**src/rtl/fpu_defs.sv**
```systemverilog
// Shared FPU encodings: operand/command/rounding widths, command codes, flag indices.
// Pure definitions, no logic and no latency.
// No handshake of its own; imported by every block that talks to fpu_core.
package fpu_defs;

    localparam int C_OP  = 32;
    localparam int C_RM  = 3;
    localparam int C_CMD = 4;

    localparam logic [C_RM-1:0] C_RM_NEAREST  = 3'h0;
    localparam logic [C_RM-1:0] C_RM_TRUNC    = 3'h1;
    localparam logic [C_RM-1:0] C_RM_MINUSINF = 3'h2;
    localparam logic [C_RM-1:0] C_RM_PLUSINF  = 3'h3;

    localparam logic [C_CMD-1:0] C_FPU_ADD_CMD    = 4'h0;
    localparam logic [C_CMD-1:0] C_FPU_SUB_CMD    = 4'h1;
    localparam logic [C_CMD-1:0] C_FPU_MUL_CMD    = 4'h2;
    localparam logic [C_CMD-1:0] C_FPU_DIV_CMD    = 4'h3;
    localparam logic [C_CMD-1:0] C_FPU_I2F_CMD    = 4'h4;
    localparam logic [C_CMD-1:0] C_FPU_F2I_CMD    = 4'h5;
    localparam logic [C_CMD-1:0] C_FPU_SQRT_CMD   = 4'h6;
    localparam logic [C_CMD-1:0] C_FPU_NOP_CMD    = 4'h7;
    localparam logic [C_CMD-1:0] C_FPU_FMADD_CMD  = 4'h8;
    localparam logic [C_CMD-1:0] C_FPU_FMSUB_CMD  = 4'h9;
    localparam logic [C_CMD-1:0] C_FPU_FNMADD_CMD = 4'hA;
    localparam logic [C_CMD-1:0] C_FPU_FNMSUB_CMD = 4'hB;

    typedef enum logic [1:0] {
        ST_IDLE  = 2'd0,
        ST_ISSUE = 2'd1,
        ST_NORM  = 2'd2,
        ST_RESP  = 2'd3
    } issue_state_e;

    // 6-bit fpu_core flag vector {IV,OF,UF,IX,Inf,Zero}
    localparam int FLG_ZERO = 0;
    localparam int FLG_INF  = 1;
    localparam int FLG_IX   = 2;
    localparam int FLG_UF   = 3;
    localparam int FLG_OF   = 4;
    localparam int FLG_IV   = 5;

    // 5-bit RISC-V fflags vector {NV,DZ,OF,UF,NX}
    localparam int FF_NX = 0;
    localparam int FF_UF = 1;
    localparam int FF_OF = 2;
    localparam int FF_DZ = 3;
    localparam int FF_NV = 4;

    // Only the ops this core's fpu_core actually implements.
    function automatic logic op_is_legal(input logic [C_CMD-1:0] op);
        logic legal;
        legal = 1'b0;
        case (op)
            C_FPU_ADD_CMD, C_FPU_SUB_CMD, C_FPU_MUL_CMD,
            C_FPU_I2F_CMD, C_FPU_F2I_CMD: legal = 1'b1;
            default:                      legal = 1'b0;
        endcase
        return legal;
    endfunction

    // There is no divider, so DZ can never be raised.
    function automatic logic [4:0] flags_to_fflags(input logic [5:0] flg);
        logic [4:0] ff;
        ff        = '0;
        ff[FF_NV] = flg[FLG_IV];
        ff[FF_DZ] = 1'b0;
        ff[FF_OF] = flg[FLG_OF];
        ff[FF_UF] = flg[FLG_UF];
        ff[FF_NX] = flg[FLG_IX];
        return ff;
    endfunction

endpackage

```
**src/rtl/fpu_fflags_acc.sv**
```systemverilog
// Sticky fflags accumulator; clear has priority but a same-cycle set survives it.
// Update visible one cycle after Set_Valid_SI / Clr_SI.
// No backpressure: every presented set or clear is absorbed immediately.
module fpu_fflags_acc
    import fpu_defs::*;
(
    input  logic       Clk_CI,
    input  logic       Rst_RBI,
    input  logic       Set_Valid_SI,
    input  logic [4:0] Set_Fflags_DI,
    input  logic       Clr_SI,
    output logic [4:0] Fflags_DO
);

    logic [4:0] fflags_q, fflags_d, set_vec;

    // Clear first, then OR in whatever is being captured this cycle.
    always_comb begin
        set_vec  = Set_Valid_SI ? Set_Fflags_DI : 5'b0;
        fflags_d = Clr_SI ? set_vec : (fflags_q | set_vec);
    end

    // Sticky register with synchronous active-low reset.
    always_ff @(posedge Clk_CI) begin
        if (!Rst_RBI) fflags_q <= '0;
        else          fflags_q <= fflags_d;
    end

    assign Fflags_DO = fflags_q;

endmodule

```
**src/rtl/fpu_issue_ctrl.sv**
```systemverilog
// Issue-side controller for fpu_core: request reg -> ISSUE -> NORM -> response reg.
// Resp_Valid at T+3 (arith), T+2 (F2I), T+1 (illegal op) after the accept cycle T.
// One op in flight; Req_Ready only in IDLE or when the held response is consumed.
module fpu_issue_ctrl
    import fpu_defs::*;
#(
    parameter int TAG_WIDTH = 4
) (
    input  logic                 Clk_CI,
    input  logic                 Rst_RBI,
    input  logic                 Req_Valid_SI,
    output logic                 Req_Ready_SO,
    input  logic [C_CMD-1:0]     Req_Op_SI,
    input  logic [C_RM-1:0]      Req_RM_SI,
    input  logic [C_OP-1:0]      Req_A_DI,
    input  logic [C_OP-1:0]      Req_B_DI,
    input  logic [TAG_WIDTH-1:0] Req_Tag_DI,
    output logic                 Resp_Valid_SO,
    input  logic                 Resp_Ready_SI,
    output logic [C_OP-1:0]      Resp_Result_DO,
    output logic [5:0]           Resp_Flags_DO,
    output logic [TAG_WIDTH-1:0] Resp_Tag_DO,
    input  logic                 Flush_SI,
    input  logic                 Flags_Clr_SI,
    output logic [4:0]           Fflags_DO,
    output logic                 Fpu_Enable_SO,
    output logic                 Fpu_Stall_SO,
    output logic [C_CMD-1:0]     Fpu_Op_SO,
    output logic [C_RM-1:0]      Fpu_RM_SO,
    output logic [C_OP-1:0]      Fpu_A_DO,
    output logic [C_OP-1:0]      Fpu_B_DO,
    input  logic [C_OP-1:0]      Fpu_Result_DI,
    input  logic [5:0]           Fpu_Flags_DI
);

    issue_state_e         state_q, state_d;
    logic [C_CMD-1:0]     op_q;
    logic [C_RM-1:0]      rm_q;
    logic [C_OP-1:0]      a_q, b_q;
    logic [TAG_WIDTH-1:0] tag_q;
    logic [C_OP-1:0]      res_q, res_d;
    logic [5:0]           flg_q, flg_d;

    logic req_rdy, accept, req_legal, cap_fpu, cap_ill, cap_any;

    assign req_legal = op_is_legal(Req_Op_SI);

    // Next state and FPU/handshake controls; flush overrides everything.
    always_comb begin
        state_d       = state_q;
        req_rdy       = 1'b0;
        Fpu_Enable_SO = 1'b0;
        Fpu_Stall_SO  = 1'b1;
        Resp_Valid_SO = 1'b0;
        cap_fpu       = 1'b0;
        case (state_q)
            ST_IDLE: begin
                req_rdy = !Flush_SI;
                if (Req_Valid_SI && req_rdy)
                    state_d = req_legal ? ST_ISSUE : ST_RESP;
            end
            ST_ISSUE: begin
                Fpu_Enable_SO = 1'b1;
                Fpu_Stall_SO  = 1'b0;
                if (op_q == C_FPU_F2I_CMD) begin
                    cap_fpu = 1'b1;
                    state_d = ST_RESP;
                end else begin
                    state_d = ST_NORM;
                end
            end
            ST_NORM: begin
                Fpu_Enable_SO = 1'b1;
                cap_fpu       = 1'b1;
                state_d       = ST_RESP;
            end
            ST_RESP: begin
                Resp_Valid_SO = 1'b1;
                req_rdy       = Resp_Ready_SI && !Flush_SI;
                if (Resp_Ready_SI) begin
                    if (Req_Valid_SI && req_rdy)
                        state_d = req_legal ? ST_ISSUE : ST_RESP;
                    else
                        state_d = ST_IDLE;
                end
            end
            default: state_d = ST_IDLE;
        endcase
        if (Flush_SI) begin
            state_d = ST_IDLE;
            cap_fpu = 1'b0;
        end
    end

    assign accept  = Req_Valid_SI && req_rdy;
    assign cap_ill = accept && !req_legal;
    assign cap_any = cap_fpu || cap_ill;

    // Response payload: illegal ops are answered locally with IV and a zero result.
    always_comb begin
        res_d = res_q;
        flg_d = flg_q;
        if (cap_ill) begin
            res_d         = '0;
            flg_d         = '0;
            flg_d[FLG_IV] = 1'b1;
        end else if (cap_fpu) begin
            res_d = Fpu_Result_DI;
            flg_d = Fpu_Flags_DI;
        end
    end

    // State, request and response registers.
    always_ff @(posedge Clk_CI) begin
        if (!Rst_RBI) begin
            state_q <= ST_IDLE;
            op_q    <= '0;
            rm_q    <= '0;
            a_q     <= '0;
            b_q     <= '0;
            tag_q   <= '0;
            res_q   <= '0;
            flg_q   <= '0;
        end else begin
            state_q <= state_d;
            res_q   <= res_d;
            flg_q   <= flg_d;
            if (accept) begin
                op_q  <= Req_Op_SI;
                rm_q  <= Req_RM_SI;
                a_q   <= Req_A_DI;
                b_q   <= Req_B_DI;
                tag_q <= Req_Tag_DI;
            end
        end
    end

    fpu_fflags_acc u_fflags (
        .Clk_CI        (Clk_CI),
        .Rst_RBI       (Rst_RBI),
        .Set_Valid_SI  (cap_any),
        .Set_Fflags_DI (flags_to_fflags(flg_d)),
        .Clr_SI        (Flags_Clr_SI),
        .Fflags_DO     (Fflags_DO)
    );

    assign Req_Ready_SO   = req_rdy;
    assign Fpu_Op_SO      = op_q;
    assign Fpu_RM_SO      = rm_q;
    assign Fpu_A_DO       = a_q;
    assign Fpu_B_DO       = b_q;
    assign Resp_Result_DO = res_q;
    assign Resp_Flags_DO  = flg_q;
    assign Resp_Tag_DO    = tag_q;

endmodule

```
**config.mk**
```make
export PLATFORM = sky130hd
export DESIGN_NAME = fpu_issue_ctrl
export DESIGN_NICKNAME = d
export VERILOG_FILES = /design/src/rtl/fpu_defs.sv /design/src/rtl/fpu_fflags_acc.sv /design/src/rtl/fpu_issue_ctrl.sv
export SDC_FILE = /design/constraint.sdc
export NUM_CORES = 1
export LEC_CHECK = 0
export CORE_UTILIZATION = 47
export DETAILED_ROUTE_END_ITERATION = 12
export DONT_BUFFER_PORTS = 1
export MAX_ROUTING_LAYER = met4
export PLACE_DENSITY_LB_ADDON = 0.1
export SLEW_MARGIN = 40
export SYNTH_ARGS = -nofsm -noshare
export SYNTH_HDL_FRONTEND = slang
export SYNTH_HIERARCHICAL = 1
export SYNTH_SLANG_ARGS = --single-unit
export TNS_END_PERCENT = 20
```
**constraint.sdc**
```tcl
create_clock -name Clk_CI -period 2 [get_ports Clk_CI]
set_input_delay 0.3 -clock Clk_CI [delete_from_list [all_inputs] [get_ports Clk_CI]]
set_output_delay 0.3 -clock Clk_CI [all_outputs]
set_load 0.02 [all_outputs]
```
==> implementation parameters <==
Parameter                              Value

Worst setup path
  Highest cell delay on the worst timing path    0.36 ns
  Slowest-stage cell, CP    dfxtp_4
  Most numerous cell on the critical path    buf_4
  Startpoint-to-endpoint class of the critical path    reg2out
  Critical path launch point type    flop
  Biggest fanout along the worst timing path    4
  Ordered list of cells on the worst path    inv_2 > ha_4 > buf_4 > nor3_2 > buf_4
  Req. time, crit path    1.70 ns
  CP Data Arrival Time    1.65 ns
  Endpoint kind of the worst setup timing path    output port

Die
  Initial Utilization    49.2%
  Die span in x    101 um
  Total die area    0.0102 mm2
  FP Rows    35
  Top-level I/O count    241
  DIE HEIGHT    101 um
  Core Region    0.00937 mm2

STA
  RSZ-0062 raised after global routing    yes
  Setup-failing EPs final    0
  Final clock skew    0.0101 ns
  Max Clk Rate    0.512 GHz
  Hold Slack    -0.0106 ns
  Final worst path period need    1.95 ns
  Final hold violation count    1
  Fin. max-slew vios    0
  Final cycle utilization of the critical path    97.7%
  TNS Setup    0 ns

Clocking
  CTS tree    done
  Post-CTS Repair Setup Buffers    0
  H-tree Lvls    4
  Insertion delay to the later sink of the worst-skew pair    0.50 ns
  CTS buffer count    17
  CTS root buffer    clkbuf_8
  Sinks on the clock net    120
  Register clock-pin slew on the reported worst setup and hold paths    0.06 ns
  CTS Buffer Depth    2

Synth
  Main synth FF type    dfxtp_1
  Cell count after synthesis    508
  Post-synthesis async set-or-reset flop share    0%
  EDFF count, synth    0
  Number of warnings printed during yosys synthesis    6
  Mean cell area of the mapped netlist    9.08 um2
  Number of flip-flops and latches in the synthesized netlist    120
  Synthesized Nets    632
  Syn Std Cell Area    0.00461 mm2
  Synth unique cells    32
  Register area share after synthesis    52.1%

Drt
  Number of iterations in the first detailed-routing pass    4
  Vias after detailed routing    3905
  Routed wire length on met3    1.17 mm
  Vias per Instance    5.09
  Length of routed met2 wiring    6.36 mm
  Met1 Wirelength    4.52 mm
  Avg WL per Cell    16.1 um
  Drt drc    0
  Initial detailed-routing violation count    148
  Final Routed Wirelength    12.3 mm
  Top routing layer in use    met4
  Number of nets with antenna violations after detailed routing    0

Finish
  Layout Area Growth over Synthesis    42.8%
  Final layout net count    749
  Share of layout cells above drive strength 1    10.5%
  Post-route insts no fill    767
  Post-Route Utilization    70.3%
  Antenna diode instance count    0

Power
  Pleak    2.41 nW
  Cell area power density    978 mW/mm2
  IR drop worst, VDD    0.556 mV

Run status
  Run status    finished with violations
  Violations in the final reports    negative hold slack

Worst hold path
  Type of the worst min-delay path    in2reg

Global route
  Gr ovfl total    0
  Initial antenna violation count    0
  GRT Resource Usage Total    24.6%
  Maximum number of pins on one net before global-route repair    82
  Global-route wire length before repair    18.9 mm
  Number of global-route vias before repair    4014

Placement
  Detailed Place HPWL    7.34 mm
  RD Place Congestion    0.728
  Total placed cells including tap cells    621
  Port Buf Inserts    0

Flow run
  Max-cap viol count    0
critical path: cells and delay by family (launching register included):
| family | cells | cell delay [ns] |
|---|---|---|
| adder cells (fa/ha/maj) | 1 | 0.24 |
| buffers and inverters | 3 | 0.40 |
| flip-flops | 1 | 0.36 |
| AND/OR/NAND/NOR | 1 | 0.15 |
final cells by class:
| cell class | instances | area, um2 |
|---|---|---|
| Clock buffer | 19 | 442 |
| Clock inverter | 13 | 191 |
| Fill cell | 720 | 2780 |
| Inverter | 4 | 15.0 |
| Multi-Input combinational cell | 352 | 2060 |
| Sequential cell | 120 | 2410 |
| Tap cell | 129 | 161 |
| Timing Repair Buffer | 130 | 1320 |
cells by family (layout without fill, tap and decap cells):
logic type      Yosys count  in the layout  share of synthesized area (%)
compound gates           93             93                           15.4
mux                      37             37                           8.03
flops                   120            120                           52.1
buf+inv                  36            166                           4.28
simple gates            216            216                           18.8
other cells               1              1                         0.0813
fa+ha+maj                 5              5                           1.36
Yosys cell counts, types with 2 or more instances:
library cell,count,area share [%]
buf_4,2,0.33
dfxtp_1,120,52
a21boi_1,15,2.4
a21boi_2,4,0.98
nand2_1,155,13
a31oi_1,2,0.27
a21boi_0,61,9.9
clkbuf_1,11,0.89
a21oi_1,3,0.33
buf_2,14,1.5
nor3_1,2,0.22
nor2_1,43,3.5
or3_1,2,0.27
buf_6,5,1.2
mux2i_1,37,8.0
o21ai_0,2,0.22
ha_1,5,1.4
inv_1,4,0.33
nand2b_1,5,0.68
nor2b_1,4,0.54
timing repair:
item                                    4_1_cts  5_1_grt
hold buffers                                114        0
hold endpoints to repair                    119        0
endpoints found under the setup margin        5        7
gates resized for setup                       5        5
path summary, 6_finish.rpt:
path	to	cells past startpoint	from	slack, ns
max	Req_Ready_SO	5	state_q[0]	0.05
min	Resp_Flags_DO[4]	2	Fpu_Flags_DI[4]	-0.01
max reg2reg	u_fflags/Fflags_DO[2]	9	state_q[1]	0.07
min reg2reg	Fpu_B_DO[4]	2	Fpu_B_DO[4]	0.56
sequential cells by signal, summed over array words and instances (netlist names):
name	flops
state_q	2
u_fflags/Fflags_DO	5
Fpu_A_DO	32
Fpu_B_DO	32
Resp_Flags_DO	6
Resp_Tag_DO	4
Fpu_Op_SO	4
Resp_Result_DO	32
Fpu_RM_SO	3
layout by cell type, fill, tap and decap left out, types with 2 or more instances in the layout:
| master | n |
|---|---|
| a21boi_0 | 61 |
| a21boi_1 | 15 |
| a21boi_2 | 4 |
| a21oi_1 | 3 |
| a31oi_1 | 2 |
| buf_12 | 3 |
| buf_4 | 13 |
| bufinv_16 | 4 |
| clkbuf_16 | 16 |
| clkbuf_8 | 3 |
| clkinv_4 | 2 |
| clkinvlp_4 | 3 |
| dfxtp_1 | 118 |
| dlygate4sd3_1 | 113 |
| ha_1 | 4 |
| inv_1 | 2 |
| inv_2 | 2 |
| inv_6 | 3 |
| mux2i_1 | 35 |
| nand2_1 | 155 |
| nand2b_1 | 5 |
| nor2_1 | 43 |
| nor2b_1 | 4 |
| nor3_2 | 2 |
| o21ai_0 | 2 |
power breakdown:
group	leakage [nW]	switching, mW	internal, mW
registers	0.975	0.175	2.49
logic	1.13	0.279	0.304
clock network	0.301	1.10	2.10
stage by stage:
step / setup WS, ns / total power, mW / hold WS, ns / area, um2
2_1_floorplan: 0.0344 / 3.00 / 0.435 / 4630
3_3_place_gp: 0.104 / 3.07 / 0.437 / 4770
3_5_place_dp: -0.0272 / 3.08 / 0.442 / 4770
4_1_cts: 0.00507 / 6.49 / 0.0147 / 6570
5_1_grt: -0.0371 / 6.68 / 0.00245 / 6590
6_report: 0.0467 / 6.45 / -0.0106 / 6590
per-layer routing:
metal	up-vias	track usage (%)
met3	24	9.08
met4	0	11.5
met5	-	-
met1	1826	23.4
met2	164	43.9
li1	1891	-
(Power assumes the default switching activity.)
